**src/rtl/shift_issue_if.sv**
```systemverilog
// Handshake and payload bundle between the decode side, the shift issue stage and the shifter.
interface shift_issue_if;
   logic        in_valid;
   logic        in_ready;
   logic [2:0]  funct3;
   logic        funct7_5;
   logic        is_imm;
   logic [31:0] rs1_data;
   logic [31:0] rs2_data;
   logic [4:0]  imm_shamt;
   logic [4:0]  rd_in;
   logic        out_valid;
   logic        out_ready;
   logic [31:0] sh_a;
   logic [4:0]  sh_shamt;
   logic [1:0]  sh_type;
   logic [4:0]  rd_out;
   logic        illegal;

   modport master (
      output in_valid, funct3, funct7_5, is_imm, rs1_data, rs2_data, imm_shamt, rd_in,
      output out_ready,
      input  in_ready, out_valid, sh_a, sh_shamt, sh_type, rd_out, illegal
   );

   modport slave (
      input  in_valid, funct3, funct7_5, is_imm, rs1_data, rs2_data, imm_shamt, rd_in,
      input  out_ready,
      output in_ready, out_valid, sh_a, sh_shamt, sh_type, rd_out, illegal
   );
endinterface

```
**src/rtl/shift_issue_stage.sv**
```systemverilog
// Registered issue stage feeding the EX shifter: decodes shift type/amount and holds
// the result in an output register backed by a one-entry skid buffer.
module shift_issue_stage (
   input  logic         clk,
   input  logic         rst,
   input  logic         flush,
   shift_issue_if.slave bus
);

   typedef struct packed {
      logic [31:0] a;
      logic [4:0]  shamt;
      logic [1:0]  typ;
      logic [4:0]  rd;
      logic        illegal;
   } entry_t;

   localparam entry_t RESET_ENTRY = '{a: 32'd0, shamt: 5'd0, typ: 2'b11, rd: 5'd0, illegal: 1'b0};

   entry_t in_entry;
   entry_t or_data_reg, or_data_next;
   entry_t sk_data_reg, sk_data_next;
   logic   or_valid_reg, or_valid_next;
   logic   sk_valid_reg, sk_valid_next;
   logic   accept;
   logic   xfer;
   logic   unused_rs2_hi;

   assign unused_rs2_hi = ^bus.rs2_data[31:5];

   always_comb begin
      in_entry.a       = bus.rs1_data;
      in_entry.shamt   = bus.is_imm ? bus.imm_shamt : bus.rs2_data[4:0];
      in_entry.rd      = bus.rd_in;
      in_entry.typ     = 2'b11;
      in_entry.illegal = 1'b1;
      case ({bus.funct3, bus.funct7_5})
         4'b001_0: begin in_entry.typ = 2'b01; in_entry.illegal = 1'b0; end
         4'b101_0: begin in_entry.typ = 2'b00; in_entry.illegal = 1'b0; end
         4'b101_1: begin in_entry.typ = 2'b10; in_entry.illegal = 1'b0; end
         default:  ;
      endcase
   end

   assign bus.in_ready = !sk_valid_reg;
   assign accept       = bus.in_valid && !sk_valid_reg;
   assign xfer         = or_valid_reg && bus.out_ready;

   always_comb begin
      or_valid_next = or_valid_reg;
      sk_valid_next = sk_valid_reg;
      or_data_next  = or_data_reg;
      sk_data_next  = sk_data_reg;
      if (flush) begin
         or_valid_next = 1'b0;
         sk_valid_next = 1'b0;
      end else if (!or_valid_reg || xfer) begin
         // The skid entry is older than anything upstream, so it always refills OR first.
         if (sk_valid_reg) begin
            or_valid_next = 1'b1;
            or_data_next  = sk_data_reg;
            sk_valid_next = 1'b0;
         end else if (accept) begin
            or_valid_next = 1'b1;
            or_data_next  = in_entry;
         end else begin
            or_valid_next = 1'b0;
         end
      end else if (accept) begin
         sk_valid_next = 1'b1;
         sk_data_next  = in_entry;
      end
   end

   always_ff @(posedge clk or posedge rst) begin
      if (rst) begin
         or_valid_reg <= 1'b0;
         sk_valid_reg <= 1'b0;
         or_data_reg  <= RESET_ENTRY;
         sk_data_reg  <= RESET_ENTRY;
      end else begin
         or_valid_reg <= or_valid_next;
         sk_valid_reg <= sk_valid_next;
         or_data_reg  <= or_data_next;
         sk_data_reg  <= sk_data_next;
      end
   end

   assign bus.out_valid = or_valid_reg;
   assign bus.sh_a      = or_data_reg.a;
   assign bus.sh_shamt  = or_data_reg.shamt;
   assign bus.sh_type   = or_data_reg.typ;
   assign bus.rd_out    = or_data_reg.rd;
   assign bus.illegal   = or_data_reg.illegal;

endmodule

```
**src/flat_wrapper.sv**
```systemverilog
// flat-port wrapper written by rule: the top's interface ports become plain ports
module shift_issue_stage_flat 
  (clk, rst, flush, bus_in_valid, bus_funct3, bus_funct7_5, bus_is_imm, bus_rs1_data, bus_rs2_data, bus_imm_shamt, bus_rd_in, bus_out_ready, bus_in_ready, bus_out_valid, bus_sh_a, bus_sh_shamt, bus_sh_type, bus_rd_out, bus_illegal);
  shift_issue_if bus_i ();
  input  logic clk;
  input  logic rst;
  input  logic flush;
  input wire logic [$bits(bus_i.in_valid)-1:0] bus_in_valid;
  input wire logic [$bits(bus_i.funct3)-1:0] bus_funct3;
  input wire logic [$bits(bus_i.funct7_5)-1:0] bus_funct7_5;
  input wire logic [$bits(bus_i.is_imm)-1:0] bus_is_imm;
  input wire logic [$bits(bus_i.rs1_data)-1:0] bus_rs1_data;
  input wire logic [$bits(bus_i.rs2_data)-1:0] bus_rs2_data;
  input wire logic [$bits(bus_i.imm_shamt)-1:0] bus_imm_shamt;
  input wire logic [$bits(bus_i.rd_in)-1:0] bus_rd_in;
  input wire logic [$bits(bus_i.out_ready)-1:0] bus_out_ready;
  output wire logic [$bits(bus_i.in_ready)-1:0] bus_in_ready;
  output wire logic [$bits(bus_i.out_valid)-1:0] bus_out_valid;
  output wire logic [$bits(bus_i.sh_a)-1:0] bus_sh_a;
  output wire logic [$bits(bus_i.sh_shamt)-1:0] bus_sh_shamt;
  output wire logic [$bits(bus_i.sh_type)-1:0] bus_sh_type;
  output wire logic [$bits(bus_i.rd_out)-1:0] bus_rd_out;
  output wire logic [$bits(bus_i.illegal)-1:0] bus_illegal;
  assign bus_i.in_valid = bus_in_valid;
  assign bus_i.funct3 = bus_funct3;
  assign bus_i.funct7_5 = bus_funct7_5;
  assign bus_i.is_imm = bus_is_imm;
  assign bus_i.rs1_data = bus_rs1_data;
  assign bus_i.rs2_data = bus_rs2_data;
  assign bus_i.imm_shamt = bus_imm_shamt;
  assign bus_i.rd_in = bus_rd_in;
  assign bus_i.out_ready = bus_out_ready;
  assign bus_in_ready = bus_i.in_ready;
  assign bus_out_valid = bus_i.out_valid;
  assign bus_sh_a = bus_i.sh_a;
  assign bus_sh_shamt = bus_i.sh_shamt;
  assign bus_sh_type = bus_i.sh_type;
  assign bus_rd_out = bus_i.rd_out;
  assign bus_illegal = bus_i.illegal;
  shift_issue_stage u_core (.clk(clk), .rst(rst), .flush(flush), .bus(bus_i));
endmodule
```
**config.mk**
```make
export PLATFORM = sky130hd
export DESIGN_NAME = shift_issue_stage_flat
export DESIGN_NICKNAME = d
export VERILOG_FILES = /design/src/rtl/shift_issue_if.sv /design/src/rtl/shift_issue_stage.sv /design/src/flat_wrapper.sv
export SDC_FILE = /design/constraint.sdc
export NUM_CORES = 1
export LEC_CHECK = 0
export ABC_AREA = 1
export BUFFER_PORTS_ARGS = -buffer_cell sky130_fd_sc_hd__buf_2
export CAP_MARGIN = 20
export CORE_ASPECT_RATIO = 0.7
export CORE_MARGIN = 1
export CORE_UTILIZATION = 35
export DETAILED_ROUTE_END_ITERATION = 16
export PLACE_DENSITY_LB_ADDON = 0.1
export SLEW_MARGIN = 20
export SYNTH_ARGS = -nofsm -noshare
export SYNTH_HDL_FRONTEND = slang
export SYNTH_SLANG_ARGS = --single-unit
```
**constraint.sdc**
```tcl
create_clock -name clk -period 8.1 [get_ports clk]
set_input_delay 0.81 -clock clk [delete_from_list [all_inputs] [get_ports clk]]
set_output_delay 0.81 -clock clk [all_outputs]
set_load 0.05 [all_outputs]
```
=== Word-level counts from Yosys, hierarchy flattened ===
Cells that the tools add are included.

* Output and inout port bits: 47
* Logic and storage cells: 40
* Flip-flop bits (word level): 92
* Input port bits: 84

* Bitwise operators: 2
* Reductions and logical operators: 11
* Equal/unequal tests: 3
* Mux-type cells: 12

{| class="wikitable"
|+ Operator list
! kind !! number
|-
| 45-bit two-way mux || 2
|-
| 4-bit == test (second input constant) || 2
|-
| 1-bit two-way mux || 8
|-
| 2-bit case mux with 3 select lines || 1
|-
| 3-bit AND reduction || 2
|-
| 5-bit two-way mux || 1
|-
| 4-bit by 2-bit == test with 1-bit output (second input constant) || 1
|-
| 2-bit nonzero test || 2
|-
| 3-bit nonzero test || 1
|-
| 3-bit OR reduction || 1
|-
| 1-bit logical AND || 2
|-
| 1-bit zero test || 2
|-
| 1-bit NOT || 2
|-
| 1-bit logical OR || 1
|}

=== Logic depth before layout (Yosys ltp) ===
Gate-level depths: netlist (run 1).

* Depth in word-level cells: 6
* Depth in mapped cells: 8
* Depth with buffers taken out: 6

=== Worst setup path after synthesis (run 1) ===
OpenSTA, ideal clock, no wires.

* Kind: input to register
* Start point: in bus_out_ready
* End point: reg u_core.sk_data_reg[24] (netlist bit)
* Buffers on the path: 2
* Data required time: 7.968 ns
* Setup slack: 6.436 ns
* Arrival time: 1.532 ns
* Cell stages on the path: 8
* Library setup time: 0.132 ns
* Cell sequence: inv_1 > nand2_2 > nor2_4 > nand2_4 > buf_6 > buf_6 > nand2_1 > o21ai_0

* Longest elaborated chain between the ends: 4

{| class="wikitable"
|+ RTL lines
! element !! RTL line !! RTL
|-
| start: declaration || flat_wrapper.sv:16 || <nowiki>input wire logic [$bits(bus_i.out_ready)-1:0] bus_out_ready;</nowiki>
|-
| 1-bit logical AND || shift_issue_stage.sv:47 || <nowiki>assign xfer = or_valid_reg && bus.out_ready;</nowiki>
|-
| 1-bit logical OR || shift_issue_stage.sv:57 || <nowiki>end else if (!or_valid_reg || xfer) begin</nowiki>
|-
| 1-bit NOT (no line) || -- ||
|-
| 3-bit AND reduction (no line) || -- ||
|-
| end signal: assignment || shift_issue_stage.sv:85 || <nowiki>sk_data_reg <= sk_data_next;</nowiki>
|-
| end: declaration || shift_issue_stage.sv:22 || <nowiki>entry_t sk_data_reg, sk_data_next;</nowiki>
|}

Every way passes these cells.
A chain may end at the register's enable or synchronous reset.

=== Final worst setup path (run 1) ===
* Start point: reg u_core.sk_valid_reg
* End point: out bus_in_ready

* Longest elaborated chain between the ends: 1

{| class="wikitable"
|+ RTL lines
! element !! RTL line !! RTL
|-
| start: declaration || shift_issue_stage.sv:24 || <nowiki>logic sk_valid_reg, sk_valid_next;</nowiki>
|-
| start signal: assignment || shift_issue_stage.sv:83 || <nowiki>sk_valid_reg <= sk_valid_next;</nowiki>
|-
| 1-bit zero test || shift_issue_stage.sv:45 || <nowiki>assign bus.in_ready = !sk_valid_reg;</nowiki>
|-
| end: declaration || flat_wrapper.sv:17 || <nowiki>output wire logic [$bits(bus_i.in_ready)-1:0] bus_in_ready;</nowiki>
|}

Every way passes these cells.

==> results.ini, run 1 <==
[pwr]
internal_power_mw=0.9495
p_comb_frac=0.235
p_clk_frac=0.334
max-vdd-ir-drop_uv=120.9
power_leakage_nw=2.845
seq_power_share=0.431
powerDensity_nw_per_um2=273.7
sw_frac_of_total=0.3251
power_switching_mw=0.4575

[worst_hold_path]
worstHoldStart=u_core.sk_data_reg[7]$_DFFE_PP1P_
hold_class=reg2reg

[critical_path]
endpoint_kind=output port
cp-start-kind=flip-flop
slowest_stage=buf_4
path_buf_inv=3
critPathKind=reg2out
crit_path_start=u_core.sk_valid_reg$_DFFE_PP0P_
r2r_start=u_core.sk_valid_reg$_DFFE_PP0P_
cp.required_ns=7.29
cp_cell_sequence=buf_4 -> inv_2 -> buf_2
cp_top_family=buffers and inverters
regToRegSetupSlack_ns=5.97
max_stage_delay_ns=0.60
crit_fanout=84
arrival_ns=1.89

[job]
maxCapViolCount=0

[logic_synthesis]
async_flop_share=1.000
avgSynthCellArea_um2=7.952
synth_fa_ha_area_frac=0
synth_ff_type=dfrtp_1
synth_top_area_share=0.5206
synth_edf_count=0
synth_area_um2=4230
synth_seq_cells=92
synth_top_family_by_area=simple AND/OR/NAND/NOR gates
synth_xor_xnor_area_share=0
synthTopCellsByArea=dfrtp_1 (52%), nand2_1 (22%), o21ai_0 (7.7%)
synth_cell_types=20
synth.largest_area_cell=dfrtp_1
synthesis.nets=616
muxShareOfSynthArea=0
synth_simple_gate_area_frac=0.2597
synth-compound-area-share=0.1003
ys_warn_count=0
seq_area_frac_synth=0.5454
synthCells=532

[clock_network]
clock-sinks=92
cts-root-buf=clkbuf_16
hold_buffers=0
cts_tree=built
clock_path_buffers=2
cts_setup_buffers=0
ctsResizeCount=0
path_clk_slew_ns=0.06
htree_levels=3
cts_buffers=9
clock_latency_ns=0.34

[drt]
wl_per_cell_um=11.75
routed_wl_um=9221
drc_errors=0
viasPerCell=4.389
ant_nets=0
drt_iter0_drc=149
first_pass_iters=6
vias=3445

[timing]
timing.final.crit_share=0.3338
fin_ws_ns=5.396
hold_viol=0
final_max_slew_viol_count=0
slew_headroom=0.4356
fin_setup_tns_ns=0
worstMarginPinSlew_ns=0.8465
skew_ns=0.01091
fin_crit_ns=2.704
clock.fmax_ghz=0.3698
rsz0062_at_grt=no
setup_violations=0

[outcome]
status=completed

[floorplan]
fp.dieH_um=93.98
rows=33
io_pins=131
die_area_um2=12540
core_um2=11730
initial_utilization=0.3608
fp.dieW_um=133.4

[grt]
grt_max_degree=89
antenna_found_initial=0
grt.total_usage=0.1586
grt_pass1_vias=3111
grt_pass1_wl_um=15480
gr-total-overflow=0

[place]
io_buffers=103
dp.cells=769
gp_congestion=0.7448
dp_hpwl_um=5744
place_ws_ns=5.738

[layout]
largest_reg_flops=45
fin_nets=707
fill_cells=1220
layout-drive-gt1-share=0.2229
instances_no_fill=785
antenna_cells=0
syn_to_final_growth_pct=21.50

## kinds of logic after synthesis
kind of cell | count (synthesis)
flops | 92
buf+inv | 84
simple gates | 275
compound gates | 81
## synth_stat cells (4+ instances only)
cell type,count
buf_2,8
buf_4,4
buf_6,8
clkbuf_1,6
dfrtp_1,88
dfstp_2,4
inv_1,57
nand2_1,253
nand3_1,11
nor2_4,4
o21ai_0,65
o21ai_1,10
o21ai_2,5
## metal layers
metal  global-route usage  vias to the layer above  part of all wire
met2               0.2413                       75              0.44
met3              0.04746                       10             0.051
met4              0.04924                        0             0.012
met5                    0                        -                 0
li1                     -                     1800                 -
met1               0.2163                     1560              0.49
## tightest hold or removal path: stages (launching register included)
cell     delay [ns]
dfstp_2        0.37
nand2_1        0.05
nand2_1        0.04
## final timing paths
| path | endpoint | depth (start not counted) |
|---|---|---|
| worst max register to register | u_core.sk_data_reg[24]$_DFFE_PP0P_ | 4 |
| max in group asynchronous | u_core.sk_data_reg[35]$_DFFE_PP0P_ | 3 |
| worst min register to register | u_core.sk_data_reg[7]$_DFFE_PP1P_ | 2 |
| worst min-delay path | u_core.sk_data_reg[7]$_DFFE_PP1P_ | 2 |
| worst max-delay path | bus_in_ready | 3 |
| min in group asynchronous | u_core.sk_data_reg[32]$_DFFE_PP0P_ | 2 |
## power groups by stage
stage | Combinational, mW | Clock [mW] | Sequential (mW)
finish | 0.330 | 0.470 | 0.607
global route | 0.363 | 0.510 | 0.619
CTS | 0.336 | 0.488 | 0.607
detailed placement | 0.334 | 0 | 0.614
global placement | 0.329 | 0 | 0.611
floorplan | 0.120 | 0 | 0.743
## final cells by class
class / instances / area [um2] / area share
tap: 157 / 196.4 / 0.03822
clock inverter: 4 / 97.59 / 0.01899
multi-input combinational: 356 / 1523 / 0.2963
sequential: 92 / 2308 / 0.4491
clock buffer: 12 / 236.5 / 0.04601
inverter: 58 / 220.2 / 0.04284
timing repair buffer: 106 / 558.0 / 0.1086
## per-stage QoR
step	utilization	hold slack [ns]	cell area, um2	total power [mW]
floorplan	-	0.4428	4230	0.8634
global placement	0.4075	0.4519	4778	0.9399
detailed placement	0.4098	0.4554	4806	0.9487
CTS	0.4383	0.4656	5140	1.431
global route	0.4383	0.4791	5140	1.492
finish	0.4383	0.4645	5140	1.407
## placed cells by master (no fill, tap or decap), types with 3 or more instances in the layout
cell / n
buf_2: 103
bufinv_16: 3
clkbuf_1: 3
clkbuf_16: 9
dfrtp_1: 87
dfstp_2: 4
inv_1: 56
nand2_1: 253
nand3_1: 11
nor2_4: 4
o21ai_0: 65
o21ai_1: 10
o21ai_2: 5
(Power assumes the default switching activity.)
==> run 2: changes to the inputs <==
- clock period: 8.1 -> 2.5 ns (I/O delays scaled with it)
==> run 2 against run 1 <==
  * Register-to-register slack got worse by 5.1 ns
  * Sequential share of layout area fell by 0.076 points
  * Largest cell class unchanged
  * Worst setup slack worse by 4.8 ns
  * Clock power increased to 2.9 times the previous value
  * First-iteration DRC count grew 30%
  * Critical endpoint unchanged
  * Critical path type unchanged
  * Utilization rose by 0.075 points
  * Worst hold slack got worse by 0.29 ns
==> results.ini, run 2 (synthesis gave the netlist of run 1 again) <==
[critical_path]
crit_fanout=21  ; was 84
cp.required_ns=2.25  ; was 7.29 ns
endpoint_kind=output port  ; unchanged
cp-start-kind=flip-flop  ; unchanged
arrival_ns=1.67  ; was 1.89 ns
critPathKind=reg2out  ; unchanged

[layout]
final_cell_mix=nand2_1 (253), buf_2 (103), dfrtp_1 (87), o21ai_0 (65), inv_1 (56)  ; unchanged
antenna_cells=0  ; unchanged
syn_to_final_growth_pct=21.71  ; was 21.50%
largest_reg_flops=45  ; unchanged
design_area_um2=5149  ; was 5140 um2
layout-drive-gt1-share=0.2247  ; was 0.2229
final_common_cell=nand2_1  ; unchanged
fill_cells=1231  ; was 1220
fin_nets=711  ; was 707

[pwr]
fin_total_pwr_mw=4.388  ; was 1.407 mW
max-vdd-ir-drop_uv=438.5  ; was 120.9 uV
powerDensity_nw_per_um2=852.2  ; was 273.7 nW/um2
power_leakage_nw=2.847  ; was 2.845 nW

[outcome]
status=completed  ; unchanged

[clock_network]
clock-sinks=92  ; unchanged
cts_setup_buffers=0  ; unchanged
cts_tree=built  ; unchanged
clock_latency_ns=0.34  ; about the same
cts-root-buf=clkbuf_16  ; unchanged
cts_buffers=9  ; unchanged
clock_path_buffers=2  ; unchanged
ctsResizeCount=0  ; unchanged
path_clk_slew_ns=0.07  ; was 0.06 ns
htree_levels=3  ; unchanged

[place]
gp_congestion=0.7543  ; was 0.7448
io_buffers=103  ; unchanged
place_area_um2=4847  ; was 4806 um2
dp_hpwl_um=6163  ; was 5744 um

[timing]
slew_headroom=0.6458  ; was 0.4356
fin_crit_ns=1.924
setup_violations=0  ; unchanged
rsz0062_at_grt=no  ; unchanged
clock.fmax_ghz=0.5197
hold_viol=0  ; unchanged
timing.final.crit_share=0.7697
worstMarginPinSlew_ns=0.5309  ; was 0.8465 ns
fin_setup_tns_ns=0  ; unchanged
final_max_slew_viol_count=0  ; unchanged
skew_ns=0.009099  ; was 0.01091 ns

[drt]
drc_errors=0  ; unchanged
viasPerCell=4.333  ; was 4.389
first_pass_iters=4  ; was 6
ant_nets=0  ; unchanged
routed_wl_um=9206  ; was 9221 um
wl_per_cell_um=11.67  ; was 11.75 um
drt_iter0_drc=193  ; was 149
vias=3419  ; was 3445

[grt]
grt_pass1_wl_um=15640  ; was 15480 um
grt_max_degree=49  ; was 89
antenna_found_initial=0  ; unchanged
grt_pass1_vias=3242  ; was 3111
gr-total-overflow=0  ; unchanged
grt.total_usage=0.1597  ; was 0.1586

[floorplan]
fp.dieH_um=93.98  ; unchanged
fp.dieW_um=133.4  ; unchanged
core_um2=11730  ; unchanged
rows=33  ; unchanged
die_area_um2=12540  ; unchanged
initial_utilization=0.3608  ; unchanged
io_pins=131  ; unchanged

[job]
maxCapViolCount=0  ; unchanged

[worst_hold_path]
hold_class=in2reg  ; was reg2reg

[run 2: cell types whose count changed in the layout (fill, tap and decap cells not counted)]
cell	previous run	this run
dlygate4sd3_1	0	1
clkbuf_1	3	4
buf_12	0	3
clkbuf_8	0	1
bufinv_16	3	1
buf_16	1	0
buf_4	2	3
inv_4	1	0
clkinvlp_4	1	2
[run 2: critical path: stages (launching register included)]
cell,delay (ns)
dfrtp_2,0.56
buf_4,0.28
inv_2,0.19
buf_2,0.30
[run 2: area by class of cell]
type / count / area (um2) / area share
Sequential cell: 92 / 2308 / 0.4484
Multi-Input combinational cell: 356 / 1523 / 0.2957
Timing Repair Buffer: 110 / 608.1 / 0.1181
Clock buffer: 14 / 254.0 / 0.04933
Inverter: 58 / 221.5 / 0.04301
Tap cell: 157 / 196.4 / 0.03815
Clock inverter: 2 / 37.54 / 0.007290
[run 2: routing by layer]
metal  vias up  global-route usage  routed length [um]
li1       1817                   -                   -
met1      1519              0.2146                4777
met2        78              0.2504                3790
met3         5             0.05232                 565
met4         0             0.03409                  73
met5         -                   0                   0
[run 2: through the flow]
step                setup slack [ns]  hold slack, ns  std cells    util
floorplan                     0.9835          0.3887        532       -
global placement              0.8797          0.2398        772  0.4134
detailed placement            0.8801          0.2426        772  0.4134
CTS                           0.5515          0.1589        789  0.4391
global route                  0.4786          0.1666        789  0.4391
finish                        0.5758          0.1751        789  0.4391
[run 2: report_power, final]
group	switching [mW]	internal, mW	total, mW
Combinational	0.779	0.294	1.07
Sequential	0.161	1.81	1.97
Clock	0.540	0.804	1.34
Total	1.48	2.91	4.39
[run 2: repair_timing]
item,in CTS,in global routing
hold endpoints to repair,9,0
hold buffers,1,0
endpoints found under the setup margin,0,0
[run 2: final timing paths]
path | end | start | slack (ns) | cells past startpoint
worst max-delay path | bus_in_ready | u_core.sk_valid_reg$_DFFE_PP0P_ | 0.58 | 3
worst min-delay path | u_core.sk_data_reg[14]$_DFFE_PP0P_ | bus_rs1_data[1] | 0.18 | 3
worst max register to register | u_core.bus.illegal$_DFFE_PP0P_ | u_core.sk_valid_reg$_DFFE_PP0P_ | 0.87 | 5
worst min register to register | u_core.sk_data_reg[7]$_DFFE_PP1P_ | u_core.sk_data_reg[7]$_DFFE_PP1P_ | 0.46 | 2
max in group asynchronous | u_core.bus.sh_type[1]$_DFFE_PP1P_ | rst | 1.28 | 4
min in group asynchronous | u_core.bus.sh_shamt[3]$_DFFE_PP0P_ | rst | 0.43 | 3
